File: config.mk
export PLATFORM = sky130hd
export DESIGN_NAME = reg_dump_reader
export DESIGN_NICKNAME = d
export VERILOG_FILES = /design/src/rtl/reg_dump_reader_pkg.sv /design/src/rtl/reg_dump_reader_sync_fifo2.sv /design/src/rtl/reg_dump_reader.sv
export SDC_FILE = /design/constraint.sdc
export NUM_CORES = 1
export LEC_CHECK = 0
export ABC_AREA = 1
export CAP_MARGIN = 20
export CORE_UTILIZATION = 35
export DETAILED_ROUTE_END_ITERATION = 7
export PLACE_DENSITY = 0.57
export SLEW_MARGIN = 10
export SYNTH_ARGS = -nofsm -noshare
export SYNTH_HDL_FRONTEND = slang
export SYNTH_SLANG_ARGS = --single-unit
File: constraint.sdc
create_clock -name clk -period 2.93 [get_ports clk]
set_clock_uncertainty 0.2 [all_clocks]
set_input_delay 0.4395 -clock clk [delete_from_list [all_inputs] [get_ports clk]]
set_output_delay 0.4395 -clock clk [all_outputs]
set_load 0.01 [all_outputs]
File: src/rtl/reg_dump_reader_pkg.sv
// Shared defaults and helpers for the register dump reader and its output buffer.
package reg_dump_reader_pkg;

    localparam int RDR_WIDTH      = 8;
    localparam int RDR_ADDR_WIDTH = 3;
    localparam int FIFO_DEPTH     = 2;

    // Occupancy the buffer reaches once the outstanding read lands and the current pop completes.
    function automatic logic [2:0] projected_fill(
        input logic [1:0] count,
        input logic       inflight,
        input logic       pop
    );
        return {1'b0, count} + {2'b00, inflight} - {2'b00, pop};
    endfunction

endpackage

File: src/rtl/reg_dump_reader_sync_fifo2.sv
// Two-entry synchronous FIFO with first-word-fall-through output and occupancy count.
module sync_fifo2
    import reg_dump_reader_pkg::*;
#(
    parameter int width = RDR_WIDTH
) (
    input  logic             clk,
    input  logic             rst_n,
    input  logic             push,
    input  logic             pop,
    input  logic [width-1:0] din,
    output logic [width-1:0] dout,
    output logic [1:0]       count
);

    logic                                 wr_ptr_reg;
    logic                                 rd_ptr_reg;
    logic [1:0]                           count_reg;
    logic [FIFO_DEPTH-1:0][width-1:0]     entries;
    logic                                 do_push;
    logic                                 do_pop;

    assign do_pop  = pop && (count_reg != 2'd0);
    // A push into a full buffer is only legal when the head leaves on the same edge.
    assign do_push = push && ((count_reg != 2'(FIFO_DEPTH)) || do_pop);

    for (genvar gi = 0; gi < FIFO_DEPTH; gi++) begin : g_entry
        logic [width-1:0] entry_reg;

        always_ff @(posedge clk or negedge rst_n) begin
            if (!rst_n) begin
                entry_reg <= '0;
            end else if (do_push && (wr_ptr_reg == 1'(gi))) begin
                entry_reg <= din;
            end
        end

        assign entries[gi] = entry_reg;
    end

    always_ff @(posedge clk or negedge rst_n) begin
        if (!rst_n) begin
            wr_ptr_reg <= 1'b0;
            rd_ptr_reg <= 1'b0;
            count_reg  <= 2'd0;
        end else begin
            if (do_push) begin
                wr_ptr_reg <= ~wr_ptr_reg;
            end
            if (do_pop) begin
                rd_ptr_reg <= ~rd_ptr_reg;
            end
            case ({do_push, do_pop})
                2'b10:   count_reg <= count_reg + 2'd1;
                2'b01:   count_reg <= count_reg - 2'd1;
                default: count_reg <= count_reg;
            endcase
        end
    end

    assign dout  = entries[rd_ptr_reg];
    assign count = count_reg;

endmodule

File: src/rtl/reg_dump_reader.sv
// Streams a contiguous (wrapping) range of register-file entries out over a valid/ready port.
module reg_dump_reader
    import reg_dump_reader_pkg::*;
#(
    parameter int width      = RDR_WIDTH,
    parameter int addr_width = RDR_ADDR_WIDTH
) (
    input  logic                  clk,
    input  logic                  rst_n,
    input  logic                  start,
    input  logic [addr_width-1:0] base_addr,
    input  logic [addr_width:0]   len,
    output logic                  busy,
    output logic                  done,
    output logic                  rf_r_en,
    output logic [addr_width-1:0] rf_r_addr,
    input  logic [width-1:0]      rf_r_data,
    output logic                  m_valid,
    input  logic                  m_ready,
    output logic [width-1:0]      m_data,
    output logic                  m_last
);

    localparam logic [1:0] ST_IDLE  = 2'd0;
    localparam logic [1:0] ST_READ  = 2'd1;
    localparam logic [1:0] ST_DRAIN = 2'd2;

    localparam logic [addr_width-1:0] ONE_PTR = {{(addr_width-1){1'b0}}, 1'b1};
    localparam logic [addr_width:0]   ONE_CNT = {{addr_width{1'b0}}, 1'b1};

    typedef enum logic [1:0] {
        IDLE  = ST_IDLE,
        READ  = ST_READ,
        DRAIN = ST_DRAIN
    } state_t;

    state_t                state_reg, state_next;
    logic [addr_width-1:0] ptr_reg, ptr_next;
    logic [addr_width:0]   remaining_reg, remaining_next;
    logic [addr_width:0]   out_left_reg, out_left_next;
    logic                  inflight_reg;
    logic                  done_reg, done_next;
    logic                  rd_en;
    logic                  pop;
    logic [1:0]            fifo_count;

    always_ff @(posedge clk or negedge rst_n) begin
        if (!rst_n) begin
            state_reg     <= IDLE;
            ptr_reg       <= '0;
            remaining_reg <= '0;
            out_left_reg  <= '0;
            inflight_reg  <= 1'b0;
            done_reg      <= 1'b0;
        end else begin
            state_reg     <= state_next;
            ptr_reg       <= ptr_next;
            remaining_reg <= remaining_next;
            out_left_reg  <= out_left_next;
            inflight_reg  <= rd_en;
            done_reg      <= done_next;
        end
    end

    always_comb begin
        state_next     = state_reg;
        ptr_next       = ptr_reg;
        remaining_next = remaining_reg;
        out_left_next  = out_left_reg;
        done_next      = 1'b0;
        rd_en          = 1'b0;

        // out_left counts words not yet accepted, so m_last can be derived from it.
        if (pop) begin
            out_left_next = out_left_reg - ONE_CNT;
        end

        case (state_reg)
            IDLE: begin
                if (start) begin
                    if (len != '0) begin
                        state_next     = READ;
                        ptr_next       = base_addr;
                        remaining_next = len;
                        out_left_next  = len;
                    end else begin
                        done_next = 1'b1;
                    end
                end
            end
            READ: begin
                // Throttle so the landing read always has a free slot in the buffer.
                if ((remaining_reg != '0) &&
                    (projected_fill(fifo_count, inflight_reg, pop) < 3'(FIFO_DEPTH))) begin
                    rd_en          = 1'b1;
                    ptr_next       = ptr_reg + ONE_PTR;
                    remaining_next = remaining_reg - ONE_CNT;
                    if (remaining_reg == ONE_CNT) begin
                        state_next = DRAIN;
                    end
                end
            end
            DRAIN: begin
                if (pop && m_last) begin
                    state_next = IDLE;
                    done_next  = 1'b1;
                end
            end
            default: state_next = IDLE;
        endcase
    end

    sync_fifo2 #(
        .width (width)
    ) u_fifo (
        .clk   (clk),
        .rst_n (rst_n),
        .push  (inflight_reg),
        .pop   (pop),
        .din   (rf_r_data),
        .dout  (m_data),
        .count (fifo_count)
    );

    assign m_valid   = (fifo_count != 2'd0);
    assign pop       = m_valid && m_ready;
    assign m_last    = m_valid && (out_left_reg == ONE_CNT);
    assign busy      = (state_reg != IDLE);
    assign done      = done_reg;
    assign rf_r_en   = rd_en;
    assign rf_r_addr = ptr_reg;

endmodule

==> impl_metrics.json, run 1 <==
{
  "max_freq_mhz": 350.7,
  "seq_area_frac_synth": 0.4578,
  "start_util": 0.3699,
  "core_sq_mm": 0.005172,
  "hold_viol": 0,
  "synth_cell_types": 25,
  "power.internal_mw": 1.887,
  "dr.pass1.iters": 4,
  "yosysWarningCount": 0,
  "combPwrFrac": 0.546,
  "stdcell_area_sq_mm": 0.002601,
  "maxCapViolCount": 0,
  "min_from": "u_fifo.g_entry[0].entry_reg[0]",
  "synth_commonest_cells": "nand2_1 (90), dfrtp_1 (35), inv_1 (30), o21ai_0 (22), nand3_1 (15)",
  "clockRootBuffer": "clkbuf_8",
  "rsz0062_at_grt": "true",
  "portBuffers": 34,
  "power_mw": 3.088,
  "irDropWorstVdd_v": 0.0004968,
  "setup_viol_count_final": 0,
  "cts_made_buffers": 5,
  "seqPwrFrac": 0.284,
  "syn2layout_area_growth_pct": 35.97,
  "worstMarginPinSlew_ps": 719.1,
  "synth_seq_cells": 35,
  "antenna_found_initial": 0,
  "antenna_left": 0,
  "vias": 1670,
  "drtIter0Drc": 47,
  "reg2reg_setup_slack_ps": 240,
  "track_usage": 0.1568,
  "r2r_end": "inflight_reg",
  "netSwitchingFraction": 0.3890,
  "final_layout_size_suffix_gt1_frac": 0.1667,
  "antennaDiodeCount": 0,
  "critPathTopFamily": "adder cells",
  "power_density_mw_per_mm2": 1187,
  "clockPowerShare": 0.170,
  "crit_path_frequent_cell": "nor2_4",
  "cts-hold-fix-buffers": 0,
  "worst_setup_path_start_kind": "register",
  "synth_edf_count": 0,
  "cts_tree": "yes",
  "fp.dieW_um": 75.93,
  "synthArstFlopShare": 1.000,
  "path_cells": "nor2_4, nor2_4, inv_2, nor2_4, nand2_1, nand2_1, inv_2, fa_1, a21boi_2, nand4_1, inv_1, buf_2",
  "path_max_fanout": 2,
  "synth_top_area_frac": 0.4578,
  "crit_slowest_cell": "fa_1",
  "max-slew-margin-rel": 0.5206,
  "slowest_delay_ps": 520,
  "drcViolationCount": 0,
  "end_kind": "primary output",
  "synth_most_common_cell": "nand2_1",
  "reg2reg_depth": 17,
  "grt_overflow": 0,
  "synthCells": 243,
  "syn_area_sq_mm": 0.001913,
  "hold_end": "u_fifo.g_entry[0].entry_reg[0]",
  "drt_wl_total_um": 4003,
  "clk_pin_slew_ps": 80,
  "clk_latency_ps": 290,
  "placed_area_sq_mm": 0.002395,
  "slew_violations": 0,
  "holdCritPathClass": "reg2reg",
  "reg2reg_from": "u_fifo.count[1]",
  "synth_area_leader_cell": "dfrtp_1",
  "min_path_cells": 2,
  "synth_flop_cell": "dfrtp_1",
  "fin_nets": 325,
  "largest_reg_flops": 16,
  "synthTopCellsByArea": "dfrtp_1 (46%), nand2_1 (18%), inv_1 (5.9%), o21ai_0 (5.8%), o21ai_2 (4.1%)",
  "htreeDepth": 2,
  "worstPathArrival_ps": 2210,
  "place_hpwl_um": 2861,
  "cts.sinks": 35,
  "syn_nets": 269,
  "worstPathRequired_ps": 2290,
  "clk_path_buf_depth": 2,
  "avgSynthCellArea_sq_um": 7.873,
  "power_leakage_nw": 1.306,
  "status": "completed",
  "gp_congestion": 0.7929,
  "power.switching_mw": 1.201,
  "vias_per_cell": 4.514,
  "die_h_um": 75.93,
  "dieArea_sq_mm": 0.005765,
  "finalCritPeriodShare": 0.9733,
  "crit_type": "reg2out",
  "grt_pass1_vias": 1726,
  "grt_max_degree": 36,
  "min_period_ps": 2852,
  "floorplan.rows": 26,
  "pin_count": 35,
  "routedWlPerCell_um": 10.82,
  "path_buf_inv": 4,
  "grt_first_pass_wirelength_um": 7410
}
## placed cells by master, fill, tap and decap left out, types with 6 or more instances in the layout
master	Yosys	routed
nand2_1	90	90
clkdlybuf4s50_1	0	32
nand3_1	15	15
buf_4	1	20
inv_1	30	28
dfrtp_1	35	35
ha_1	6	6
o21ai_0	22	22
o21ai_2	9	9
nor2_1	9	7
## power by group through the flow
stage	clock network, mW	logic [mW]	registers [mW]
floorplan	0	0.994	0.850
global placement	0	1.52	0.877
detailed placement	0	1.54	0.879
CTS	0.540	1.73	0.880
global route	0.556	1.93	0.914
finish	0.524	1.69	0.878
## worst register-to-register path: cells and delay by family (launching register included)
family          cells  cell delay (ps)
flops               1              410
fa+ha+maj           1              460
simple gates        6              490
buf+inv             9              880
compound gates      1              170
## metrics by stage
stage               setup WS [ps]  utilization  hold WS, ps  std cells  setup TNS, ps
floorplan                   274.6            -       -56.09        243              0
global placement           -571.8       0.4630        265.9        355         -571.8
detailed placement         -633.2       0.4630        269.5        355         -959.7
CTS                         15.69       0.5036        290.2        371              0
global route               -91.45       0.5029        318.1        370         -91.45
finish                      78.36       0.5029        288.9        370              0
## kinds of logic after synthesis
kind of cell / share of synthesized area
AO/OA/AOI/OAI: 0.1066
XOR/XNOR: 0.02289
adder cells (fa/ha/maj): 0.04971
buffers and inverters: 0.08960
flip-flops: 0.4578
AND/OR/NAND/NOR: 0.2734
## layout make-up
class	instances	area (sq um)
fillers	528	2571
multi-input cells	170	884.6
repair buffers	55	496.7
well taps	70	87.58
inverters	32	120.1
flip-flops and latches	35	875.8
clock buffers	5	68.82
clock inverters	3	67.56
## per-layer routing
| metal | global-route usage | vias to the layer above | share of wire |
|---|---|---|---|
| met2 | 0.2700 | 30 | 0.47 |
| met1 | 0.1933 | 764 | 0.48 |
| met5 | 0 | - | 0 |
| met4 | 0.04615 | 0 | 0.011 |
| li1 | - | 871 | - |
| met3 | 0.03976 | 5 | 0.043 |
## what timing repair did
item / in CTS / in global routing
buffers inserted: 8 / 1
setup endpoints to repair: 1 / 2
resized for setup: 9 / 6
pin swaps: 1 / 5
gates cloned: 0 / 0
## worst max-delay path by stage
stage	startpoint	end	slack [ps]	cells after the start
floorplan	u_fifo.count[1]	rf_r_en	270	11
global placement	m_ready	rf_r_en	-570	13
detailed placement	m_ready	rf_r_en	-630	13
CTS	m_ready	rf_r_en	20	13
global route	u_fifo.count[1]	rf_r_en	-90	12
finish	u_fifo.count[1]	rf_r_en	80	12
(Power assumes the default switching activity.)
==> run 2, diff against run 1 <==
CAP_MARGIN = unset   (was 20)
CTS_BUF_LIST = sky130_fd_sc_hd__clkbuf_2   (was unset)
CTS_CLUSTER_DIAMETER = 100   (was unset)
==> impl_metrics.json, run 2 (synthesized netlist as in run 1, its figures left out) <==
{
  "track_usage": 0.1636,
  "place_inst": 355,
  "core_sq_mm": 0.005172,
  "cts.sinks": 35,
  "grt_max_degree": 36,
  "cts_made_buffers": 5,
  "htreeDepth": 2,
  "path_max_fanout": 3,
  "multi_input_area_sq_um": 887.1,
  "antennaDiodeCount": 0,
  "power_density_mw_per_mm2": 1175,
  "end_kind": "register",
  "crit_type": "reg2reg",
  "holdCritPathClass": "in2async",
  "final_layout_size_suffix_gt1_frac": 0.2089,
  "grt_overflow": 0,
  "wl_met2_um": 2062,
  "pin_count": 35,
  "drtIter0Drc": 69,
  "setup_viol_count_final": 0,
  "irDropWorstVdd_v": 0.0005927,
  "routedWlPerCell_um": 11.06,
  "grt_first_pass_wirelength_um": 7769,
  "top_layer": "met4",
  "drt_wl_total_um": 4270,
  "die_h_um": 75.93,
  "portBuffers": 34,
  "mostFrequentLayoutCell": "nand2_1",
  "clockRootBuffer": "clkbuf_2",
  "start_util": 0.3699,
  "dr_wl_met3_um": 168,
  "placed_area_sq_mm": 0.002395,
  "dieArea_sq_mm": 0.005765,
  "vias": 1720,
  "max_freq_mhz": 345.6,
  "antenna_left": 0,
  "max-slew-margin-rel": 0.5211,
  "final_cell_mix": "nand2_1 (89), dfrtp_1 (35), buf_4 (33)",
  "worstMarginPinSlew_ps": 718.4,
  "min_period_ps": 2894,
  "slew_violations": 0,
  "syn2layout_area_growth_pct": 40.61,
  "fp.dieW_um": 75.93,
  "status": "completed",
  "hold_viol": 0,
  "cts-hold-fix-buffers": 0,
  "rsz0062_at_grt": "true",
  "antenna_found_initial": 0,
  "floorplan.rows": 26,
  "grt_pass1_vias": 1773,
  "vias_per_cell": 4.456,
  "dr.pass1.iters": 4,
  "nFillCells": 514,
  "clk_path_buf_depth": 2,
  "stdcell_area_sq_mm": 0.002690,
  "wl_met1_um": 2025,
  "drcViolationCount": 0,
  "largest_reg_flops": 16,
  "finalCritPeriodShare": 0.9876,
  "final_cell_count_no_fill": 386,
  "post-route-util": 0.5201,
  "fin_tns_setup_ps": 0,
  "cts_tree": "yes",
  "power_leakage_nw": 1.369,
  "reg2reg_depth": 20,
  "register_area_sq_um": 875.8,
  "clk_pin_slew_ps": 210,
  "maxCapViolCount": 0,
  "gp_congestion": 0.7929,
  "worst_setup_path_start_kind": "register",
  "worstPathArrival_ps": 2970,
  "worstPathRequired_ps": 3010,
  "clk_latency_ps": 370,
  "fin_nets": 341,
  "place_hpwl_um": 2861
}
run 2: changes by cell type in the layout (fill, tap and decap cells not counted), moves of 3 or more:
cell      before  now
buf_4         20   33
buf_6          1    4
clkbuf_2       0    5
clkbuf_8       5    0
run 2: path summary, 6_finish.rpt:
path / from / end / slack (ps)
min in group clk: u_fifo.g_entry[0].entry_reg[3] / u_fifo.g_entry[0].entry_reg[3] / 310
worst min register to register: u_fifo.g_entry[0].entry_reg[3] / u_fifo.g_entry[0].entry_reg[3] / 310
worst max-delay path: u_fifo.count[1] / u_fifo.count[0] / 40
worst max register to register: u_fifo.count[1] / u_fifo.count[0] / 40
worst min-delay path: rst_n / u_fifo.g_entry[1].entry_reg[1] / 240
max in group asynchronous: rst_n / state_reg[1] / 1950
run 2: what timing repair did:
item	4_1_cts	5_1_grt
setup buffers	24	2
setup endpoints to repair	1	4
gates resized for setup	15	2
pin swaps	5	7
run 2: area by class of cell:
| cell class | instances | share of cell area |
|---|---|---|
| Tap cell | 70 | 0.03256 |
| Multi-Input combinational cell | 170 | 0.3298 |
| Timing Repair Buffer | 71 | 0.2330 |
| Sequential cell | 35 | 0.3256 |
| Clock buffer | 5 | 0.009302 |
| Inverter | 32 | 0.04465 |
| Clock inverter | 3 | 0.02512 |
run 2: worst max-delay path, cell delays in order (launching register included):
cell and delay [ps]:
dfrtp_1 450, nor2_4 50, nor2_4 90, inv_2 60
buf_4 130, buf_4 120, buf_4 120, buf_4 120
buf_4 120, buf_4 120, buf_4 120, buf_4 120
buf_4 120, buf_4 120, buf_4 130, buf_4 120
buf_4 130, buf_6 110, nand2_2 60, o21ai_2 50
xor2_1 150
run 2: stage by stage:
step | power (mW) | worst slack (ps) | hold WS [ps]
2_1_floorplan | 1.845 | 274.6 | -56.09
3_3_place_gp | 2.396 | -571.8 | 265.9
3_5_place_dp | 2.416 | -633.2 | 269.5
4_1_cts | 3.156 | -88.67 | 233.8
5_1_grt | 3.476 | -122.0 | 250.4
6_report | 3.160 | 36.46 | 243.1
run 2: where the power goes:
part / switching, mW / leakage (nW) / internal (mW)
Clock: 0.174 / 0.0492 / 0.230
Combinational: 0.905 / 0.885 / 0.976
Sequential: 0.164 / 0.434 / 0.711
run 2: routing by layer:
layer | up-vias | GRT usage
li1 | 907 | -
met1 | 780 | 0.2048
met2 | 31 | 0.2927
met3 | 2 | 0.03012
met4 | 0 | 0.03462
met5 | - | 0
==> run 3, diff against run 2 <==
REMOVE_ABC_BUFFERS = 1   (was unset)
==> impl_metrics.json, run 3 (synthesized netlist as in run 1, its figures left out) <==
{
  "max-slew-margin-rel": 0.5088,
  "die_h_um": 75.93,
  "status": "completed",
  "dieArea_sq_mm": 0.005765,
  "max_freq_mhz": 345.9,
  "drtIter0Drc": 65,
  "r2r_end": "remaining_reg[0]",
  "power_density_mw_per_mm2": 1082,
  "dr.pass1.iters": 4,
  "nFillCells": 525,
  "min_period_ps": 2891,
  "portBuffers": 34,
  "clk_pin_slew_ps": 190,
  "htreeDepth": 2,
  "antennaDiodeCount": 0,
  "drcViolationCount": 0,
  "power_mw": 2.642,
  "clk_latency_ps": 380,
  "cts_tree": "yes",
  "pin_count": 35,
  "worstPathRequired_ps": 2290,
  "core_sq_mm": 0.005172,
  "mostFrequentLayoutCell": "nand2_1",
  "reg2reg_depth": 12,
  "worstMarginPinSlew_ps": 736.8,
  "worst_setup_path_start_kind": "register",
  "routedWlPerCell_um": 11.10,
  "final_cell_count_no_fill": 362,
  "drt_wl_total_um": 4019,
  "grt_overflow": 0,
  "cts-hold-fix-buffers": 0,
  "finalCritPeriodShare": 0.9866,
  "cts.sinks": 35,
  "register_area_sq_um": 875.8,
  "place_inst": 354,
  "rsz0062_at_grt": "true",
  "slowest_delay_ps": 530,
  "end_kind": "primary output",
  "vias_per_cell": 4.572,
  "power_leakage_nw": 1.233,
  "reg2reg_setup_slack_ps": 550,
  "clockRootBuffer": "clkbuf_2",
  "post-route-util": 0.4719,
  "path_cells": "nor2_4, nor2_4, inv_2, nor2_4, buf_4, fa_1, a21boi_2, nand4_1, inv_1, buf_2",
  "grt_pass1_vias": 1568,
  "path_max_fanout": 2,
  "multi_input_area_sq_um": 884.6,
  "start_util": 0.3699,
  "clk_path_buf_depth": 2,
  "gp_congestion": 0.8332,
  "track_usage": 0.1533,
  "grt_first_pass_wirelength_um": 7038,
  "hold_viol": 0,
  "vias": 1655,
  "worst_slack_ps": 39.14,
  "crit_type": "reg2out",
  "fin_nets": 318,
  "placed_area_sq_mm": 0.002387,
  "maxCapViolCount": 0,
  "largest_reg_flops": 16,
  "holdCritPathClass": "in2async",
  "worstPathArrival_ps": 2250,
  "slew_violations": 0,
  "final_cell_mix": "nand2_1 (90), dfrtp_1 (35), clkdlybuf4s50_1 (32)",
  "antenna_left": 0,
  "cts_made_buffers": 5,
  "fp.dieW_um": 75.93,
  "crit_path_frequent_cell": "nor2_4",
  "crit_slowest_cell": "fa_1",
  "setup_viol_count_final": 0,
  "stdcell_area_sq_mm": 0.002441,
  "grt_max_degree": 36,
  "reg2reg_from": "u_fifo.count[1]",
  "irDropWorstVdd_v": 0.0004638,
  "antenna_found_initial": 0,
  "place_hpwl_um": 2881,
  "dp_slack_ps": -528.7,
  "syn2layout_area_growth_pct": 27.60,
  "final_layout_size_suffix_gt1_frac": 0.1370,
  "floorplan.rows": 26
}
[run 3: changes by cell type in the layout (fill, tap and decap cells not counted), sizes merged]
cell      change
clkinv        +2
bufinv        -2
buf          -23
clkinvlp      -1
[run 3: layer usage]
| metal | wire length, um | part of all wire | GRT usage |
|---|---|---|---|
| met1 | 2059 | 0.51 | 0.2051 |
| met2 | 1746 | 0.43 | 0.2464 |
| met3 | 160 | 0.040 | 0.03614 |
| met4 | 52 | 0.013 | 0.04615 |
| met5 | 0 | 0 | 0 |
[run 3: area by class of cell]
| class | count | area share |
|---|---|---|
| repair buffers | 48 | 0.1799 |
| clock inverters | 2 | 0.003588 |
| flip-flops and latches | 35 | 0.3588 |
| inverters | 32 | 0.04921 |
| well taps | 70 | 0.03588 |
| clock buffers | 5 | 0.01025 |
| multi-input cells | 170 | 0.3624 |
[run 3: worst max-delay path, delay by kind of cell (launching register included)]
| family | cells | cell delay, ps |
|---|---|---|
| buf+inv | 4 | 400 |
| compound gates | 1 | 170 |
| fa+ha+maj | 1 | 530 |
| flops | 1 | 450 |
| simple gates | 4 | 320 |
[run 3: repair_timing]
item,4_1_cts,5_1_grt
hold endpoints to repair,0,0
buffers inserted,1,0
resized for setup,10,2
pin swaps,2,1
endpoints found under the setup margin,1,1
[run 3: how the worst max path moves through the flow]
| stage | from | cells after the start | end |
|---|---|---|---|
| after CTS | u_fifo.count[1] | 10 | rf_r_en |
| after detailed placement | m_ready | 13 | rf_r_en |
| after global placement | m_ready | 13 | rf_r_en |
| after global routing | u_fifo.count[1] | 10 | rf_r_en |
| final | u_fifo.count[1] | 10 | rf_r_en |
| after floorplan | u_fifo.count[1] | 11 | rf_r_en |
[run 3: report_power, final]
group          internal, mW  switching [mW]
Combinational         0.717           0.841
Sequential            0.711           0.161
Clock                0.0505           0.161
Total                  1.48            1.16
[run 3: per-stage QoR]
stage               TNS, ps  hold slack [ps]
floorplan                 0           -56.09
detailed placement   -571.2            273.0
global route         -131.2            277.3
finish                    0            262.3
CTS                       0            262.9
global placement     -516.1            264.8
